File: src/rtl/hazard_ctrl_param.sv
// Hazard/forwarding controller for the ID/EX/MEM/WB pipeline: operand forwarding selects,
// load-use and early-operand stalls, data-read tracking with timeout, and redirect flush.
module hazard_ctrl_param #(
    parameter int RA_W       = 4,
    parameter int LU_STALL   = 1,
    parameter int FLUSH_CYC  = 1,
    parameter int RD_TIMEOUT = 15,
    parameter int ZERO_REG   = 1
) (
    input  logic            clk,
    input  logic            rst,
    input  logic            id_use1,
    input  logic            id_use2,
    input  logic            id_early,
    input  logic [RA_W-1:0] id_ra1,
    input  logic [RA_W-1:0] id_ra2,
    input  logic            ex_wen,
    input  logic            ex_load,
    input  logic [RA_W-1:0] ex_wa,
    input  logic            mem_wen,
    input  logic [RA_W-1:0] mem_wa,
    input  logic            wb_wen,
    input  logic [RA_W-1:0] wb_wa,
    input  logic            redirect,
    input  logic            inst_ready,
    input  logic            data_read,
    input  logic            data_ready,
    output logic [1:0]      fwd1,
    output logic [1:0]      fwd2,
    output logic            stall_if,
    output logic            stall_id,
    output logic            stall_all,
    output logic            flush,
    output logic            rd_err
);

    localparam int TMO_W = $clog2(RD_TIMEOUT + 1);
    localparam logic [1:0] LU_LOAD    = 2'(LU_STALL - 1);
    localparam logic [1:0] FL_LOAD    = 2'(FLUSH_CYC);
    localparam logic [1:0] FL_LOAD_M1 = 2'(FLUSH_CYC - 1);
    localparam logic [TMO_W-1:0] TMO_LAST = TMO_W'(RD_TIMEOUT - 1);

    typedef enum logic {
        RD_IDLE = 1'b0,
        RD_WAIT = 1'b1
    } rd_state_e;

    function automatic logic match(input logic wen, input logic [RA_W-1:0] a,
                                   input logic [RA_W-1:0] wa);
        return wen && (a == wa) && !((ZERO_REG != 0) && (a == '0));
    endfunction

    rd_state_e        state_q, state_d;
    logic [TMO_W-1:0] tmo_q, tmo_d;
    logic             rd_err_q, rd_err_d;
    logic [1:0]       lu_cnt_q, lu_cnt_d;
    logic [1:0]       fl_cnt_q, fl_cnt_d;

    logic       ex1, mem1, wb1, ex2, mem2, wb2;
    logic       hazard, flush_c, stall_id_c, stall_all_c;
    logic [1:0] fwd1_c, fwd2_c;

    assign ex1  = match(ex_wen,  id_ra1, ex_wa);
    assign mem1 = match(mem_wen, id_ra1, mem_wa);
    assign wb1  = match(wb_wen,  id_ra1, wb_wa);
    assign ex2  = match(ex_wen,  id_ra2, ex_wa);
    assign mem2 = match(mem_wen, id_ra2, mem_wa);
    assign wb2  = match(wb_wen,  id_ra2, wb_wa);

    // NOTE: every variable gets a default first so no path leaves it unassigned (no latch).
    always_comb begin
        fwd1_c = 2'd0;
        fwd2_c = 2'd0;
        if (id_use1) begin
            if (ex1 && !ex_load) fwd1_c = 2'd1;
            else if (mem1)       fwd1_c = 2'd2;
            else if (wb1)        fwd1_c = 2'd3;
        end
        if (id_use2) begin
            if (ex2 && !ex_load) fwd2_c = 2'd1;
            else if (mem2)       fwd2_c = 2'd2;
            else if (wb2)        fwd2_c = 2'd3;
        end
    end

    assign hazard = (ex_load && ((id_use1 && ex1) || (id_use2 && ex2)))
                 || (id_early && id_use2 && ex2);

    assign stall_all_c = !data_ready
                      && ((state_q == RD_WAIT) || ((state_q == RD_IDLE) && data_read));
    assign flush_c     = redirect || (fl_cnt_q != 2'd0);
    assign stall_id_c  = !flush_c && ((lu_cnt_q != 2'd0) || hazard);

    // The load cycle itself counts as the first stall/flush cycle, hence the -1 loads.
    always_comb begin
        lu_cnt_d = lu_cnt_q;
        if (flush_c)                 lu_cnt_d = 2'd0;
        else if (stall_all_c)        lu_cnt_d = lu_cnt_q;
        else if (lu_cnt_q != 2'd0)   lu_cnt_d = lu_cnt_q - 2'd1;
        else if (hazard)             lu_cnt_d = (id_early && ex_load) ? 2'd1 : LU_LOAD;

        fl_cnt_d = fl_cnt_q;
        if (redirect)                               fl_cnt_d = stall_all_c ? FL_LOAD : FL_LOAD_M1;
        else if (!stall_all_c && fl_cnt_q != 2'd0)  fl_cnt_d = fl_cnt_q - 2'd1;
    end

    // tmo_q counts stall cycles already spent on the outstanding read, the issue cycle included.
    always_comb begin
        state_d  = state_q;
        tmo_d    = tmo_q;
        rd_err_d = rd_err_q;
        case (state_q)
            RD_IDLE: begin
                if (data_read && !data_ready) begin
                    if (RD_TIMEOUT == 1) begin
                        rd_err_d = 1'b1;
                    end else begin
                        state_d = RD_WAIT;
                        tmo_d   = TMO_W'(1);
                    end
                end
            end
            RD_WAIT: begin
                if (data_ready) begin
                    state_d = RD_IDLE;
                    tmo_d   = '0;
                end else if (tmo_q == TMO_LAST) begin
                    state_d  = RD_IDLE;
                    tmo_d    = '0;
                    rd_err_d = 1'b1;
                end else begin
                    tmo_d = tmo_q + TMO_W'(1);
                end
            end
            default: state_d = RD_IDLE;
        endcase
    end

    // NOTE: state registers use non-blocking assignments so all flops update from pre-edge values.
    always_ff @(posedge clk or negedge rst) begin
        if (!rst) begin
            state_q  <= RD_IDLE;
            tmo_q    <= '0;
            rd_err_q <= 1'b0;
            lu_cnt_q <= 2'd0;
            fl_cnt_q <= 2'd0;
        end else begin
            state_q  <= state_d;
            tmo_q    <= tmo_d;
            rd_err_q <= rd_err_d;
            lu_cnt_q <= lu_cnt_d;
            fl_cnt_q <= fl_cnt_d;
        end
    end

    // Outputs are forced low combinationally while reset is held, even with live inputs.
    assign fwd1      = rst ? fwd1_c : 2'd0;
    assign fwd2      = rst ? fwd2_c : 2'd0;
    assign stall_id  = rst && stall_id_c;
    assign stall_if  = rst && (stall_id_c || !inst_ready);
    assign stall_all = rst && stall_all_c;
    assign flush     = rst && flush_c;
    assign rd_err    = rst && rd_err_q;

endmodule

File: config.mk
export PLATFORM = sky130hd
export DESIGN_NAME = hazard_ctrl_param
export DESIGN_NICKNAME = d
export VERILOG_FILES = /design/src/rtl/hazard_ctrl_param.sv
export SDC_FILE = /design/constraint.sdc
export NUM_CORES = 1
export LEC_CHECK = 0
export CAP_MARGIN = 20
export CORE_MARGIN = 4
export CORE_UTILIZATION = 46
export DETAILED_ROUTE_END_ITERATION = 8
export PLACE_DENSITY_LB_ADDON = 0.3
export SETUP_SLACK_MARGIN = 0.4
export SYNTH_ARGS = -nofsm -noshare
export SYNTH_HDL_FRONTEND = slang
export SYNTH_SLANG_ARGS = --single-unit
File: constraint.sdc
create_clock -name clk -period 4.3 [get_ports clk]
set_input_delay 0.86 -clock clk [delete_from_list [all_inputs] [get_ports clk]]
set_output_delay 0.86 -clock clk [all_outputs]
set_load 0.02 [all_outputs]
==> results of run 1 <==
## synth_stat cells (2+ instances only)
| cell | instances | area [um^2] |
|---|---|---|
| a211oi_1 | 2 | 15.01 |
| a21oi_1 | 8 | 40.04 |
| and2_1 | 3 | 18.77 |
| and3_1 | 3 | 18.77 |
| and3b_1 | 2 | 17.52 |
| clkbuf_1 | 3 | 11.26 |
| clkbuf_2 | 2 | 10.01 |
| dfrtp_1 | 10 | 250.2 |
| ha_1 | 3 | 37.54 |
| inv_1 | 6 | 22.52 |
| mux2i_1 | 2 | 20.02 |
| nand2_1 | 14 | 52.55 |
| nand2b_1 | 2 | 12.51 |
| nand4_1 | 3 | 18.77 |
| nor2_1 | 11 | 41.29 |
| nor3_1 | 14 | 70.07 |
| o2111ai_1 | 2 | 17.52 |
| o21a_1 | 2 | 15.01 |
| o21ai_0 | 6 | 30.03 |
| or3_1 | 2 | 12.51 |
| xnor2_1 | 12 | 105.1 |
| xor2_1 | 7 | 61.31 |
## cell families (layout without fill, tap and decap cells)
| kind of cell | after synthesis | after routing | share of synthesized area, % |
|---|---|---|---|
| buffers and inverters | 12 | 52 | 4.721 |
| xor gates and xnor gates | 19 | 19 | 16.10 |
| muxes | 2 | 2 | 1.937 |
| and+or+nand+nor | 65 | 65 | 34.75 |
| adders and majority gates | 3 | 3 | 3.632 |
| DFF | 10 | 10 | 24.21 |
| AOI/OAI and AO/OA | 25 | 25 | 14.65 |
## layer usage
layer,wire [um],vias up
li1,-,558
met1,1295,538
met2,1612,41
met3,162,0
met4,0,0
met5,0,-
## metrics by stage
| stage | cells | total power [mW] | area [um^2] | utilization, % | worst slack [ps] |
|---|---|---|---|---|---|
| final | 203 | 0.3281 | 1493 | 73.10 | 520.5 |
| after global routing | 203 | 0.3526 | 1493 | 73.10 | 412.9 |
| after CTS | 203 | 0.3289 | 1490 | 72.98 | 457.6 |
| after detailed placement | 199 | 0.2421 | 1459 | 71.45 | 314.5 |
| after global placement | 199 | 0.2352 | 1459 | 71.45 | 367.1 |
| after floorplan | 136 | 0.1822 | 1033 | - | 1206 |
## worst max path at each step
stage,from,endpoint,slack (ps),depth (start not counted)
finish,ex_wa[0],fwd1[1],520,6
global route,id_ra2[2],stall_id,410,7
CTS,id_ra1[1],fwd1[1],460,6
detailed placement,id_ra2[2],stall_id,310,7
global placement,id_ra2[0],stall_id,370,7
floorplan,id_ra2[3],stall_id,1210,6
## flip-flops by register name, summed over array words and instances (netlist names)
name	flops
fl_cnt_q	2
lu_cnt_q	2
rd_err_q	1
state_q	1
tmo_q	4
## cell type report
cell class              count  area share, %
inverters                   6          1.509
multi-input cells         114          49.20
flip-flops and latches     10          16.76
repair buffers             42          27.83
clock buffers               4          2.431
well taps                  27          2.263
## power by group
part / leakage, nW / switching [mW] / internal [mW]
sequential: 0.133 / 0.00935 / 0.103
clock: 0.0210 / 0.0334 / 0.0514
combinational: 0.457 / 0.0637 / 0.0670
total: 0.611 / 0.106 / 0.222
==> qor.yml, run 1 <==
pwr:
  p_per_area_mw_per_mm2: 219.8
  p_leak_nw: 0.6113
  vdd_drop_max_mv: 0.2141
die:
  start_util_pct: 50.61
  dieArea_mm2: 0.003069
  io-pin-count: 42
  rows: 16
  fp.coreArea_mm2: 0.002042
  die_w_um: 55.40
  die_y_um: 55.40
critical_path:
  crit_path_start_kind: "input port"
  r2r_end: "lu_cnt_q[0]"
  crit_buf_inv: 2
  required_ps: 3440
  cpMostUsedCell: "clkdlybuf4s50_1"
  crit_slowest_cell: "clkdlybuf4s50_1"
  worst-setup-path-type: "input port to output port"
  rrSetupSlack_ps: 2780
  rr_worst_depth: 7
  cp_max_fo: 4
  crit_path_max_incr_delay_ps: 600
  crit_chain: "clkdlybuf4s50_1 > or4_1 > and3_1 > nand3b_1 > and3b_1 > clkdlybuf4s50_1"
  endpoint_kind: "output port"
  timing.rr.start: "fl_cnt_q[0]"
  arrival_ps: 2920
  crit_family: "buffers and inverters"
global_route:
  grt_util_met1_pct: 26.27
  grt_busiest_layer: "met2"
  grt_use_met3_pct: 5.361
  antenna_found_initial: 0
  grt_pass1_wl_um: 5361
  grt_max_degree: 15
  grt_use_met2_pct: 37.16
  grt_pass1_vias: 1148
  grt_overflow_total: 0
  grt_usage_pct: 21.13
run:
  maxCapViolations: 0
clocking:
  htreeDepth: 1
  postCtsSetupBuffers: 0
  numCtsBuffers: 3
  insertion_delay_ps: 270
  cts.sinks: 10
  clkTransAtPathRegs_ps: 70
  cts_root_buf: "clkbuf_4"
  ctsHoldBuffers: 0
  cts_tree: "done"
  ctsResizeCount: 4
  cts_buffer_depth: 2
route:
  wirelength_um: 3070
  dr_total_vias: 1137
  via_per_inst: 5.601
  first_pass_iters: 4
  wl_per_cell_um: 15.12
  drc: 0
  dr.first_iter.drc_count: 35
  postRouteAntennaNets: 0
logic_synthesis:
  synth-edff-count: 0
  postSynthAreaPerCell_um2: 7.599
  synthesis.nets: 172
  ys_warn_count: 0
  synth-seq-area-share_pct: 24.21
  synthFlopType: "dfrtp_1"
  netlist_area_mm2: 0.001033
  syn_inst: 136
  yosysUniqueCellTypes: 39
  async_flop_share_pct: 100.0
  ys_ff_latch: 10
place:
  portBuffers: 41
  gp_congestion: 0.8693
  hpwl_um: 2438
sta:
  fin_crit_sh_pct: 87.90
  maxSlewHeadroom_pct: 74.18
  clock-skew-final_ps: 0.6401
  tightest_slew_ps: 385.9
  slew_violations: 0
  fmax_ghz: 0.2646
  rsz0062_at_grt: "false"
  setup_viol_count_final: 0
  whs_ps: 484.0
  setup-tns-final_ps: 0
  period_needed_ps: 3780
  final_hold_viol_count: 0
worst_hold_path:
  hp-start: "rd_err_q"
  min_path_cells: 1
  hold_end: "rd_err_q"
  min_path_type: "register to register"
finish:
  fill_cells: 178
  synthToLayoutAreaGrowth_pct: 44.43
  nets: 213
  drive_above_1_share_pct: 6.250
  final_common_cell: "clkdlybuf4s50_1"
  final_cell_mix: "clkdlybuf4s50_1 (36), nor3_1 (14), nand2_1 (14)"
  seq_area_um2: 250.2
  multi_input_area_um2: 734.5
  diodes: 0
outcome:
  status: "completed"
No activity file was read; power rests on OpenSTA's default activity.
==> inputs of run 2 (changes only) <==
--- a/config.mk
+++ b/config.mk
@@ -11,6 +11,7 @@
 export DETAILED_ROUTE_END_ITERATION = 8
 export PLACE_DENSITY_LB_ADDON = 0.3
 export SETUP_SLACK_MARGIN = 0.4
+export SKIP_LAST_GASP = 1
 export SYNTH_ARGS = -nofsm -noshare
 export SYNTH_HDL_FRONTEND = slang
 export SYNTH_SLANG_ARGS = --single-unit
==> results of run 2 <==
The final DEF is identical to that of run 1; final timing and power are the same.
==> inputs of run 3 (changes only) <==
--- a/config.mk
+++ b/config.mk
@@ -7,7 +7,7 @@
 export LEC_CHECK = 0
 export CAP_MARGIN = 20
 export CORE_MARGIN = 4
-export CORE_UTILIZATION = 46
+export CORE_UTILIZATION = 35
 export DETAILED_ROUTE_END_ITERATION = 8
 export PLACE_DENSITY_LB_ADDON = 0.3
 export SETUP_SLACK_MARGIN = 0.4
==> constraint.sdc (replaced) <==
create_clock -name clk -period 3.3 [get_ports clk]
set_input_delay 0.66 -clock clk [delete_from_list [all_inputs] [get_ports clk]]
set_output_delay 0.66 -clock clk [all_outputs]
set_load 0.02 [all_outputs]
==> qor.yml, run 3 (synthesis gave the netlist of run 1 again) <==
sta:
  fin_crit_sh_pct: 86.73
  final_hold_viol_count: 0  # unchanged
  finalWorstSetupSlack_ps: 438.0  # was 520.5 ps
  slew_violations: 0  # unchanged
  fmax_ghz: 0.3494
  maxSlewHeadroom_pct: 74.71  # was 74.18%
  setup-tns-final_ps: 0  # unchanged
  rsz0062_at_grt: "true"  # was false
  period_needed_ps: 2862
  setup_viol_count_final: 0  # unchanged
  tightest_slew_ps: 378.0  # was 385.9 ps
  clock-skew-final_ps: 5.190  # was 0.6401 ps
route:
  postRouteAntennaNets: 0  # unchanged
  wirelength_um: 3231  # was 3070 um
  first_pass_iters: 4  # unchanged
  via_per_inst: 5.262  # was 5.601
  drc: 0  # unchanged
  wl_per_cell_um: 14.62  # was 15.12 um
  dr.first_iter.drc_count: 51  # was 35
  dr_total_vias: 1163  # was 1,137
outcome:
  status: "completed"  # unchanged
place:
  portBuffers: 41  # unchanged
  gp_congestion: 0.8176  # was 0.8693
  hpwl_um: 2705  # was 2438 um
  place_ws_ps: -234.3  # was 314.5 ps
  placed_cells: 217  # was 199
die:
  start_util_pct: 37.16  # was 50.61%
  fp.coreArea_mm2: 0.002781  # was 0.002042 mm^2
  die_w_um: 62.34  # was 55.40 um
  io-pin-count: 42  # unchanged
  rows: 19  # was 16
  dieArea_mm2: 0.003886  # was 0.003069 mm^2
  die_y_um: 62.34  # was 55.40 um
worst_hold_path:
  hold_end: "rd_err_q"  # unchanged
  hp-start: "rd_err_q"  # unchanged
  min_path_type: "register to register"  # unchanged
  min_path_cells: 1  # unchanged
finish:
  final_common_cell: "clkdlybuf4s50_1"  # unchanged
  drive_above_1_share_pct: 20.00  # was 6.250%
  top_register: "tmo_q"  # unchanged
  largest_register_ffs: 4  # unchanged
  reg_top3: "tmo_q x4, fl_cnt_q x2, lu_cnt_q x2"  # unchanged
  fill_cells: 268  # was 178
  diodes: 0  # unchanged
  final_cell_mix: "clkdlybuf4s50_1 (23), buf_4 (18), nand2_1 (14)"  # was clkdlybuf4s50_1 (36), nor3_1 (14), nand2_1 (14)
  layout.cells.non_filler: 221  # was 203
  synthToLayoutAreaGrowth_pct: 56.17  # was 44.43%
  nets: 227  # was 213
pwr:
  p_leak_nw: 0.6976  # was 0.6113 nW
  vdd_drop_max_mv: 0.3861  # was 0.2141 mV
  p_per_area_mw_per_mm2: 273.8  # was 219.8 mW/mm^2
  design_power_total_mw: 0.4419  # was 0.3281 mW
critical_path:
  required_ps: 2640  # was 3440 ps
  crit_path_start_kind: "input port"  # unchanged
  rr_worst_depth: 8  # was 7
  cp_max_fo: 3  # was 4
  arrival_ps: 2200  # was 2920 ps
  r2r_end: "lu_cnt_q[0]"  # unchanged
  rrSetupSlack_ps: 1790  # was 2780 ps
  worst-setup-path-type: "input port to output port"  # unchanged
  timing.rr.start: "fl_cnt_q[0]"  # unchanged
  endpoint_kind: "output port"  # unchanged
global_route:
  grt_busiest_layer: "met2"  # unchanged
  antenna_found_initial: 0  # unchanged
  grt_use_met3_pct: 4.144  # was 5.361%
  grt_use_met2_pct: 30.18  # was 37.16%
  grt_pass1_vias: 1231  # was 1,148
  grt_util_met1_pct: 19.93  # was 26.27%
  grt_usage_pct: 16.61  # was 21.13%
  grt_max_degree: 15  # unchanged
  grt_overflow_total: 0  # unchanged
  grt_pass1_wl_um: 5444  # was 5361 um
clocking:
  clkTransAtPathRegs_ps: 70  # about the same
  cts_tree: "done"  # unchanged
  cts_buffer_depth: 2  # unchanged
  postCtsSetupBuffers: 0  # unchanged
  cts_root_buf: "clkbuf_4"  # unchanged
  cts.sinks: 10  # unchanged
  htreeDepth: 1  # unchanged
  numCtsBuffers: 3  # unchanged
  ctsHoldBuffers: 0  # unchanged
  insertion_delay_ps: 270  # about the same
run:
  maxCapViolations: 0  # unchanged
## run 3: metrics by stage
stage	hold slack (ps)	area (um^2)	util, %
CTS	484.2	1593	57.27
global placement	447.7	1569	56.41
floorplan	364.4	1033	-
detailed placement	465.4	1569	56.41
global route	511.4	1614	58.03
finish	482.5	1614	58.03
## run 3: area by class of cell
class | instances | area, um^2 | area share (%)
sequential | 10 | 250.2 | 15.50
multi-input combinational | 114 | 764.5 | 47.36
clock buffer | 4 | 36.28 | 2.248
inverter | 6 | 22.52 | 1.395
tap | 31 | 38.79 | 2.403
timing repair buffer | 56 | 501.7 | 31.09
## run 3: worst max path at each step
stage	cells past startpoint	endpoint	slack (ps)	start
2_1_floorplan	6	stall_id	610	id_ra2[3]
3_3_place_gp	6	fwd2[0]	-180	ex_wa[0]
3_5_place_dp	6	fwd2[0]	-230	ex_wa[0]
4_1_cts	7	stall_id	370	id_ra1[3]
5_1_grt	7	stall_id	310	id_ra2[1]
6_report	6	fwd2[1]	440	id_ra2[0]
## run 3: metal layers
metal / share of wire (%) / wire length, um
met2: 50 / 1609
met3: 4.0 / 129
met4: 1.5 / 49
met1: 45 / 1442
met5: 0 / 0
## run 3: timing repair
action,in CTS,in global routing
gates resized for setup,45,7
setup endpoints to repair,6,6
pin swaps,5,4
endpoints found under the hold margin,0,0
## run 3: where the power goes
group	internal (mW)	total [mW]	leakage, nW	switching (mW)
combinational	0.0968	0.183	0.544	0.0866
clock	0.0670	0.112	0.0210	0.0451
sequential	0.134	0.146	0.133	0.0120
total	0.298	0.442	0.698	0.144
## run 3: worst max-delay path, stage by stage
cell and delay (ps):
dlygate4sd2_1 240, or2_0 190, o21a_1 210, or4b_4 550, and3b_1 210, buf_6 130
